**config.mk**
```make
export PLATFORM = sky130hd
export DESIGN_NAME = list_sum_ctrl
export DESIGN_NICKNAME = d
export VERILOG_FILES = /design/src/rtl/list_sum_ctrl.sv
export SDC_FILE = /design/constraint.sdc
export NUM_CORES = 1
export LEC_CHECK = 0
export ABC_AREA = 1
export BUFFER_PORTS_ARGS = -buffer_cell sky130_fd_sc_hd__buf_4
export CAP_MARGIN = 15
export CORE_MARGIN = 8
export CORE_UTILIZATION = 55
export DETAILED_ROUTE_END_ITERATION = 7
export GPL_TIMING_DRIVEN = 0
export PLACE_DENSITY = 0.87
export SKIP_LAST_GASP = 1
export SLEW_MARGIN = 20
export SYNTH_ARGS = -nofsm -noshare
export SYNTH_HDL_FRONTEND = slang
export SYNTH_SLANG_ARGS = --single-unit
```
**constraint.sdc**
```tcl
create_clock -name clk -period 3.15 [get_ports clk]
set_input_delay 0.315 -clock clk [delete_from_list [all_inputs] [get_ports clk]]
set_output_delay 0.315 -clock clk [all_outputs]
set_load 0.01 [all_outputs]
```
**src/rtl/list_sum_ctrl.sv**
```systemverilog
// list_sum_ctrl
//   Collects up to LENGTH elements into a zero-padded packed buffer. It then
//   presents the buffer to an external adder. When the adder reports done,
//   it captures the sum together with the element count and holds that
//   result for a downstream consumer.
//
// Ports
//   clk, rst              rising-edge clock, synchronous active-high reset
//   in_valid/in_ready     element handshake; in_data carries the value and
//                         in_last closes the list early
//   data_out              packed list buffer that feeds the adder
//   sum_en                sum request, high while waiting on the adder
//   sum_result/sum_done   adder result and its valid strobe
//   res_valid/res_ready   result handshake; res_data is the captured sum and
//                         res_count is the number of elements in that list
module list_sum_ctrl #(
  parameter int DATA_WIDTH = 32,
  parameter int LENGTH     = 8,
  localparam int LENGTH_WIDTH = $clog2(LENGTH),
  localparam int CNT_WIDTH    = $clog2(LENGTH + 1)
) (
  input  logic                                 clk,
  input  logic                                 rst,
  input  logic                                 in_valid,
  output logic                                 in_ready,
  input  logic [DATA_WIDTH-1:0]                in_data,
  input  logic                                 in_last,
  output logic [LENGTH-1:0][DATA_WIDTH-1:0]    data_out,
  output logic                                 sum_en,
  input  logic [LENGTH_WIDTH+DATA_WIDTH-1:0]   sum_result,
  input  logic                                 sum_done,
  output logic                                 res_valid,
  input  logic                                 res_ready,
  output logic [LENGTH_WIDTH+DATA_WIDTH-1:0]   res_data,
  output logic [CNT_WIDTH-1:0]                 res_count
);

  localparam int SUM_WIDTH = LENGTH_WIDTH + DATA_WIDTH;

  typedef enum logic [1:0] {
    FILL,
    SUM,
    HOLD
  } state_e;

  state_e                              state_q, state_d;
  logic [CNT_WIDTH-1:0]                cnt_q, cnt_d;
  logic [LENGTH-1:0][DATA_WIDTH-1:0]   buf_q, buf_d;
  logic [SUM_WIDTH-1:0]                res_data_q, res_data_d;
  logic [CNT_WIDTH-1:0]                res_count_q, res_count_d;

  always_comb begin
    state_d     = state_q;
    cnt_d       = cnt_q;
    buf_d       = buf_q;
    res_data_d  = res_data_q;
    res_count_d = res_count_q;

    unique case (state_q)
      FILL: begin
        if (in_valid) begin
          // The write slot is selected by comparison so that the index does
          // not depend on CNT_WIDTH matching the slot-index width.
          for (int unsigned i = 0; i < LENGTH; i++) begin
            if (cnt_q == CNT_WIDTH'(i)) buf_d[i] = in_data;
          end
          cnt_d = cnt_q + 1'b1;
          if (in_last || (cnt_q == CNT_WIDTH'(LENGTH - 1))) state_d = SUM;
        end
      end
      SUM: begin
        if (sum_done) begin
          res_data_d  = sum_result;
          res_count_d = cnt_q;
          state_d     = HOLD;
        end
      end
      HOLD: begin
        if (res_ready) begin
          buf_d   = '0;
          cnt_d   = '0;
          state_d = FILL;
        end
      end
      default: state_d = FILL;
    endcase
  end

  always_ff @(posedge clk) begin
    if (rst) begin
      state_q     <= FILL;
      cnt_q       <= '0;
      buf_q       <= '0;
      res_data_q  <= '0;
      res_count_q <= '0;
    end else begin
      state_q     <= state_d;
      cnt_q       <= cnt_d;
      buf_q       <= buf_d;
      res_data_q  <= res_data_d;
      res_count_q <= res_count_d;
    end
  end

  assign in_ready  = (state_q == FILL);
  assign sum_en    = (state_q == SUM);
  assign res_valid = (state_q == HOLD);
  assign data_out  = buf_q;
  assign res_data  = res_data_q;
  assign res_count = res_count_q;

endmodule

```
==> results of run 1 <==
==> how the worst max path moves through the flow <==
| stage | from | to | slack, ns | depth (start not counted) |
|---|---|---|---|---|
| after floorplan | cnt_q[0]$_SDFFE_PP0P_ | data_out[79]$_SDFFE_PP0P_ | 1.72 | 10 |
| after global placement | state_q[0]$_SDFFE_PP0P_ | data_out[207]$_SDFFE_PP0P_ | 0.80 | 7 |
| after detailed placement | state_q[0]$_SDFFE_PP0P_ | data_out[207]$_SDFFE_PP0P_ | 0.75 | 7 |
| after CTS | state_q[0]$_SDFFE_PP0P_ | data_out[207]$_SDFFE_PP0P_ | 0.73 | 7 |
| after global routing | state_q[0]$_SDFFE_PP0P_ | data_out[38]$_SDFFE_PP0P_ | 0.67 | 7 |
| final | state_q[0]$_SDFFE_PP0P_ | data_out[38]$_SDFFE_PP0P_ | 0.69 | 7 |
==> where the power goes <==
| part | internal (mW) | switching, mW |
|---|---|---|
| Clock | 2.08 | 1.53 |
| Combinational | 1.44 | 2.16 |
| Sequential | 4.44 | 0.412 |
==> worst max-delay path, cell delays in order, from the launching register on <==
cell                      delay [ns]
sky130_fd_sc_hd__dfxtp_1        0.38
sky130_fd_sc_hd__inv_1          0.10
sky130_fd_sc_hd__nand2_1        0.16
sky130_fd_sc_hd__inv_2          0.13
sky130_fd_sc_hd__buf_2          0.23
sky130_fd_sc_hd__nor2_1         0.93
sky130_fd_sc_hd__o21ai_0        0.28
sky130_fd_sc_hd__nor2_1         0.17
==> layer usage <==
| layer | global-route usage [%] | part of all wire, % | vias up |
|---|---|---|---|
| met5 | 0 | 0 | - |
| met4 | 18.6 | 5.6 | 0 |
| met3 | 9.26 | 10 | 166 |
| met2 | 54.8 | 46 | 709 |
| met1 | 37.4 | 38 | 5709 |
| li1 | - | - | 5841 |
==> state kept, by name, summed over array words and instances, names as in the netlist <==
register   count
cnt_q          4
data_out     256
res_count      4
res_data      35
state_q        2
==> layout make-up <==
| type | count | area share, % |
|---|---|---|
| sequential | 301 | 38.1 |
| inverter | 174 | 4.13 |
| clock inverter | 10 | 0.539 |
| multi-input combinational | 1102 | 28.6 |
| clock buffer | 46 | 5.77 |
| buffer | 99 | 3.08 |
| timing repair buffer | 369 | 17.5 |
| tap | 275 | 2.18 |
==> cell usage in the layout (no fill, tap or decap), types with 7 or more instances in the layout <==
master                        n
sky130_fd_sc_hd__buf_6        7
sky130_fd_sc_hd__buf_2       35
sky130_fd_sc_hd__dfxtp_1    301
sky130_fd_sc_hd__inv_1      166
sky130_fd_sc_hd__clkbuf_8     8
sky130_fd_sc_hd__clkbuf_16   31
sky130_fd_sc_hd__o21ai_0    136
sky130_fd_sc_hd__buf_4      374
sky130_fd_sc_hd__nor2_2      16
sky130_fd_sc_hd__nand3_1     49
sky130_fd_sc_hd__nand2_1    309
sky130_fd_sc_hd__clkbuf_1    57
sky130_fd_sc_hd__nor2_1     536
sky130_fd_sc_hd__a21oi_1     45
==> metrics by stage <==
stage | cells | hold WS [ns]
after floorplan | 1676 | 0.483
after global placement | 2320 | 0.450
after detailed placement | 2320 | 0.453
after CTS | 2376 | 0.0327
after global routing | 2376 | 0.0423
final | 2376 | 0.0440
==> kinds of logic (layout without fill, tap and decap cells) <==
kind of cell    Yosys count  after routing  share of synthesized area, %
simple gates            917            917                          30.4
flops                   301            301                          51.6
buf+inv                 273            698                          9.77
compound gates          181            181                          7.76
fa+ha+maj                 4              4                         0.429
==> results.rst, run 1 <==
.. list-table::
   :header-rows: 1

   * - Metric
     - Value
   * - Root buffer cell
     - sky130_fd_sc_hd__clkbuf_16
   * - Routability congestion estimate from global placement
     - 0.905
   * - VDD IR max
     - 0.466 mV
   * - RSZ-0062 raised after global routing
     - no
   * - Worst Setup End Kind
     - flop
   * - Hold path startpoint
     - sum_result[10]
   * - Number of global-route vias before repair
     - 12.1k
   * - Post-CTS Hold Fix Bufs
     - 0
   * - First-iteration detailed-routing DRC count
     - 1202
   * - Area fraction of the dominant cell type after synthesis
     - 51.6%
   * - Grt total ovfl
     - 0
   * - Number of clock sinks seen by CTS
     - 301
   * - Wire length of the first global-routing pass
     - 67600 um
   * - Total number of vias
     - 12.4k
   * - Total routing resource utilization after global routing
     - 32.9%
   * - Most numerous cell in the Yosys netlist
     - sky130_fd_sc_hd__nor2_1
   * - Pin count of the biggest net entering global routing
     - 15
   * - TritonCTS clock tree
     - built
   * - IO Count
     - 371
   * - Most frequent cells after synthesis
     - sky130_fd_sc_hd__nor2_1, sky130_fd_sc_hd__nand2_1, sky130_fd_sc_hd__dfxtp_1
   * - R2R depth
     - 7
   * - Final cycle utilization of the critical path
     - 78.2%
   * - Yosys cell types
     - 18
   * - TritonRoute pass-1 iters
     - 5
   * - Total number of H-tree levels
     - 1
   * - Max-cap violations
     - 0
   * - Drt via density
     - 5.23
   * - Dominant cells by area after synthesis
     - sky130_fd_sc_hd__dfxtp_1, sky130_fd_sc_hd__nor2_1, sky130_fd_sc_hd__nand2_1
   * - Timing-limited maximum frequency
     - 406 MHz
   * - Post-synthesis register bit count
     - 301
   * - Post-route standard cell area excluding fillers
     - 15800 um2
   * - Clock tree buffer depth
     - 3
   * - Diodes inserted
     - 0
   * - Path type of the worst min-delay path
     - input port to flop
   * - Total negative setup slack
     - 0 ns
   * - Insertion delay to the later sink of the worst-skew pair
     - 0.55 ns
   * - Sequential cell area fraction in the yosys report
     - 51.6%
   * - Post-CTS setup buffers
     - 0
   * - Status
     - finished clean
   * - Startpoint type of the worst setup path
     - flop
   * - Critical path peak fanout
     - 10
   * - Area of all sequential standard cells
     - 6030 um2
   * - Floorplan Core Area
     - 21000 um2
   * - DRC violation count after routing
     - 0
   * - Antenna-violating nets left
     - 0
   * - Number of synthesis warnings
     - 0
   * - Worst reg2reg startpoint
     - state_q[0]$_SDFFE_PP0P_
   * - Number of filler cells placed in the layout
     - 1607
   * - Wire length after detailed routing
     - 45400 um
   * - Critical R2R Capture
     - data_out[38]$_SDFFE_PP0P_
   * - Final Slew Violations
     - 0
   * - Transition time at the pin with the least slew margin
     - 1.24 ns
   * - Share of cells above drive strength 1
     - 23.4%
   * - Worst hold endpoint
     - res_data[10]$_SDFFE_PP0P_
   * - Site Rows
     - 53
   * - Cell count after synthesis
     - 1676
   * - Post-Syn Area
     - 11700 um2
   * - End-of-flow core utilization
     - 75.4%
   * - Width of the chip
     - 162 um
   * - Clock-pin slew reported for the worst setup and hold paths after clock tree synthesis
     - 0.06 ns
   * - Leakage component of the power
     - 8.00 nW
   * - R2R Setup Slk
     - 0.69 ns
   * - Post-place instance area
     - 14800 um2
   * - WL/cell
     - 19.1 um
   * - Effective utilization at floorplan
     - 55.7%
   * - Worst relative slew slack
     - 17.2%
   * - Worst clock skew
     - 0.0107 ns
   * - Net count, final
     - 2154
   * - Floorplan die area
     - 26100 um2
   * - Post-placement worst setup slack
     - 0.754 ns
   * - Final total power
     - 12.1 mW
   * - Arrival @ worst endpoint
     - 2.94 ns
   * - Data required time of the critical path
     - 3.63 ns
   * - Floorplan die height
     - 162 um
   * - Library cell occupying the most area in the post-synthesis netlist
     - sky130_fd_sc_hd__dfxtp_1
   * - Footprint of the multi-input gates
     - 4520 um2
   * - Total clock buffers created by CTS
     - 30
   * - Number of port buffers
     - 369
   * - Leading register cell type out of synthesis
     - sky130_fd_sc_hd__dfxtp_1
   * - Endpoints failing setup
     - 0
   * - Critical path type
     - flop to flop
   * - Syn_area_per_cell
     - 6.96 um2
   * - Pwr dens
     - 763 nW/um2
   * - Post-cts sizing count
     - 0
   * - Share of flip-flops with an asynchronous set or reset after synthesis
     - 0%
   * - EDFF count, synth
     - 0
   * - Final worst slack
     - 0.687 ns
   * - Final Hold Fails
     - 0
   * - Initial antenna violation count
     - 0
   * - Instance count along the most critical hold path
     - 3
   * - Syn nets
     - 1753
   * - Total half-perimeter wirelength after legalization and detailed placement
     - 32800 um
   * - Area growth from synthesis to layout
     - 35.3%
   * - Final critical path time including I/O delays and setup
     - 2.46 ns
Power figures use the tool's default switching activity.
==> run 2: changes to the inputs <==
--- a/config.mk
+++ b/config.mk
@@ -5,14 +5,14 @@
 export SDC_FILE = /design/constraint.sdc
 export NUM_CORES = 1
 export LEC_CHECK = 0
-export ABC_AREA = 1
+export ABC_AREA = 0
 export BUFFER_PORTS_ARGS = -buffer_cell sky130_fd_sc_hd__buf_4
 export CAP_MARGIN = 15
 export CORE_MARGIN = 8
-export CORE_UTILIZATION = 55
+export CORE_UTILIZATION = 49
 export DETAILED_ROUTE_END_ITERATION = 7
 export GPL_TIMING_DRIVEN = 0
-export PLACE_DENSITY = 0.87
+export PLACE_DENSITY = 0.82
 export SKIP_LAST_GASP = 1
 export SLEW_MARGIN = 20
 export SYNTH_ARGS = -nofsm -noshare
==> constraint.sdc (replaced) <==
create_clock -name clk -period 2.5 [get_ports clk]
set_input_delay 0.25 -clock clk [delete_from_list [all_inputs] [get_ports clk]]
set_output_delay 0.25 -clock clk [all_outputs]
set_load 0.01 [all_outputs]
==> results.rst, run 2 <==
.. list-table::
   :header-rows: 1

   * - Metric
     - Value
   * - Number of port buffers
     - 369
   * - Sequential cell area fraction in the yosys report
     - 60.8%
   * - R2R Setup Slk
     - 0.22 ns
   * - Wire length after detailed routing
     - 36600 um
   * - Total half-perimeter wirelength after legalization and detailed placement
     - 25900 um
   * - Final Hold Fails
     - 0
   * - Final Slew Violations
     - 0
   * - Arrival @ worst endpoint
     - 2.72 ns
   * - IO Count
     - 371
   * - Worst Setup End Kind
     - flop
   * - End-of-flow core utilization
     - 73.3%
   * - Routability congestion estimate from global placement
     - 0.832
   * - Total number of H-tree levels
     - 1
   * - WL/cell
     - 22.9 um
   * - Max-cap violations
     - 0
   * - EDFF count, synth
     - 0
   * - Number of clock sinks seen by CTS
     - 301
   * - Yosys cell types
     - 33
   * - Most frequent cells after synthesis
     - sky130_fd_sc_hd__dfxtp_1, sky130_fd_sc_hd__o2bb2ai_1, sky130_fd_sc_hd__nand2_1
   * - Library cell occupying the most area in the post-synthesis netlist
     - sky130_fd_sc_hd__dfxtp_1
   * - Endpoints failing setup
     - 0
   * - Most numerous cell in the Yosys netlist
     - sky130_fd_sc_hd__dfxtp_1
   * - Sequential fraction of design power
     - 47.1%
   * - Area growth from synthesis to layout
     - 48.4%
   * - Wire length of the first global-routing pass
     - 54600 um
   * - Final critical path time including I/O delays and setup
     - 2.28 ns
   * - Number of global-route vias before repair
     - 9290
   * - Worst setup path endpoint
     - data_out[250]$_SDFFE_PP0P_
   * - Startpoint type of the worst setup path
     - flop
   * - Critical path type
     - flop to flop
   * - Share of flip-flops with an asynchronous set or reset after synthesis
     - 0%
   * - Final cycle utilization of the critical path
     - 91.3%
   * - Number of filler cells placed in the layout
     - 1339
   * - VDD IR max
     - 0.537 mV
   * - Total negative setup slack
     - 0 ns
   * - Dominant cells by area after synthesis
     - sky130_fd_sc_hd__dfxtp_1, sky130_fd_sc_hd__o2bb2ai_1, sky130_fd_sc_hd__nand2_1
   * - Share of cells above drive strength 1
     - 34.6%
   * - TritonCTS clock tree
     - built
   * - Worst clock skew
     - 0.0163 ns
   * - Pin count of the biggest net entering global routing
     - 16
   * - Relative contribution of the clock network to total power
     - 40.4%
   * - First-iteration detailed-routing DRC count
     - 616
   * - Syn nets
     - 917
   * - Floorplan die height
     - 158 um
   * - RSZ-0062 raised after global routing
     - no
   * - Final total power
     - 10.9 mW
   * - Switching Power
     - 2.74 mW
   * - Floorplan die area
     - 25000 um2
   * - Biggest cell delay along the critical path
     - 0.58 ns
   * - Total number of vias
     - 9064
   * - Switching portion of total power
     - 25.2%
   * - Data required time of the critical path
     - 2.93 ns
   * - Largest register FFs
     - 256
   * - Total routing resource utilization after global routing
     - 28.1%
   * - Effective utilization at floorplan
     - 49.4%
   * - Pwr dens
     - 742 nW/um2
   * - Chain of cells forming the critical path
     - ha_1, and3b_1, a311oi_4, buf_2, a32o_1
   * - Non-filler instance count after layout
     - 1600
   * - TritonRoute pass-1 iters
     - 5
   * - Worst relative slew slack
     - 50.7%
   * - Syn_area_per_cell
     - 11.8 um2
   * - Worst reg2reg startpoint
     - cnt_q[0]$_SDFFE_PP0P_
   * - Clock-pin slew reported for the worst setup and hold paths after clock tree synthesis
     - 0.06 ns
   * - Logic gate share of total power
     - 12.5%
   * - First element of the critical path
     - cnt_q[0]$_SDFFE_PP0P_
   * - Area fraction of the dominant cell type after synthesis
     - 60.8%
   * - Post-route standard cell area excluding fillers
     - 14700 um2
   * - Cell with the biggest individual delay on the critical path
     - sky130_fd_sc_hd__and3b_1
   * - Insertion delay to the later sink of the worst-skew pair
     - 0.55 ns
   * - Root buffer cell
     - sky130_fd_sc_hd__clkbuf_16
   * - Post-synthesis register bit count
     - 301
   * - Cell count after synthesis
     - 840
   * - Floorplan Core Area
     - 20000 um2
   * - Most common library cell in the layout ignoring fill and taps
     - sky130_fd_sc_hd__buf_4
   * - Leading register cell type out of synthesis
     - sky130_fd_sc_hd__dfxtp_1
   * - Critical path peak fanout
     - 10
   * - Post-Syn Area
     - 9910 um2
   * - Site Rows
     - 52
   * - Diodes inserted
     - 0
   * - Cell-internal power
     - 8.15 mW
   * - Transition time at the pin with the least slew margin
     - 0.739 ns
   * - Drt via density
     - 5.67
   * - Post-place instance area
     - 13000 um2
   * - Width of the chip
     - 158 um
   * - Leakage component of the power
     - 6.01 nW
   * - R2R depth
     - 5
   * - Clock tree buffer depth
     - 3
   * - Critical R2R Capture
     - data_out[250]$_SDFFE_PP0P_
   * - Number of synthesis warnings
     - 0
   * - # placed instances
     - 1479
   * - Status
     - finished clean
   * - Antenna-violating nets left
     - 0
   * - Initial antenna violation count
     - 1
   * - Total clock buffers created by CTS
     - 30
   * - Commonest non-fill, non-tap cells in the layout
     - sky130_fd_sc_hd__buf_4, sky130_fd_sc_hd__dfxtp_1, sky130_fd_sc_hd__o2bb2ai_1, sky130_fd_sc_hd__nand2_1, sky130_fd_sc_hd__dlygate4sd3_1
   * - Path type of the worst min-delay path
     - input port to flop
   * - Net count, final
     - 1386
   * - Grt total ovfl
     - 0
   * - Timing-limited maximum frequency
     - 438 MHz
   * - DRC violation count after routing
     - 0
## run 2: cell types whose count changed in the layout (fill, tap and decap cells not counted), moves of 69 or more
cell | before | now
sky130_fd_sc_hd__nand2_1 | 309 | 111
sky130_fd_sc_hd__o2bb2ai_1 | 0 | 224
sky130_fd_sc_hd__o21ai_0 | 136 | 4
sky130_fd_sc_hd__nor2_1 | 536 | 2
sky130_fd_sc_hd__inv_1 | 166 | 3
sky130_fd_sc_hd__dlygate4sd3_1 | 0 | 69
## run 2: timing repair
action                                  4_1_cts  5_1_grt
hold buffers                                 69        0
setup buffers                                 0        0
resized for setup                             1        1
endpoints found under the hold margin        69        0
endpoints found under the setup margin       30       17
pin swaps                                     0        1
## run 2: cells by family after synthesis
group | count (synthesis) | synth area share, %
compound gates | 321 | 28.0
fa+ha+maj | 4 | 0.505
buf+inv | 79 | 4.72
flops | 301 | 60.8
mux | 1 | 0.101
simple gates | 134 | 5.84
## run 2: critical path, delay by kind of cell (launching register included)
family          cells  cell delay [ns]
fa+ha+maj           1             0.30
flops               1             0.45
compound gates      2             0.55
buf+inv             1             0.28
simple gates        1             0.58
## run 2: how the worst min path moves through the flow
| stage | start | to | slack, ns | cells after the start |
|---|---|---|---|---|
| after CTS | in_valid | cnt_q[1]$_SDFFE_PP0P_ | 0.02 | 3 |
| after global routing | in_valid | cnt_q[1]$_SDFFE_PP0P_ | 0.05 | 3 |
| after floorplan | sum_result[0] | res_data[0]$_SDFFE_PP0P_ | 0.39 | 2 |
| after detailed placement | res_data[20]$_SDFFE_PP0P_ | res_data[20]$_SDFFE_PP0P_ | 0.45 | 2 |
| after global placement | res_data[18]$_SDFFE_PP0P_ | res_data[18]$_SDFFE_PP0P_ | 0.44 | 2 |
| final | in_valid | cnt_q[1]$_SDFFE_PP0P_ | 0.05 | 3 |
## run 2: cell type report
class                      instances  area (um2)  share of cell area, %
clock buffer                      48         938                   6.38
multi-input combinational        460        3430                   23.3
sequential                       301        6030                   41.0
buffer                            74         449                   3.06
tap                              270         338                   2.30
clock inverter                     5        43.8                  0.298
inverter                           4        15.0                  0.102
timing repair buffer             438        3460                   23.5
## run 2: per-stage QoR
stage / setup WS, ns / hold slack, ns
floorplan: 0.788 / 0.386
global placement: -0.0772 / 0.441
detailed placement: -0.0552 / 0.447
CTS: 0.0679 / 0.0239
global route: 0.0234 / 0.0544
finish: 0.218 / 0.0454
## run 2: power by group through the flow
stage,Clock (mW),Sequential (mW),Combinational [mW]
floorplan,0,5.30,0.504
global placement,0,5.23,1.24
detailed placement,0,5.23,1.26
CTS,4.44,5.13,1.35
global route,4.64,5.15,1.45
finish,4.40,5.14,1.36
## run 2: layer usage
metal	track usage (%)	vias up	share of wire, %	routed length [um]
li1	-	4122	-	-
met1	31.6	4412	38	13800
met2	49.4	439	49	17900
met3	8.16	89	9.6	3520
met4	10.7	2	3.7	1340
met5	0	-	0.038	14
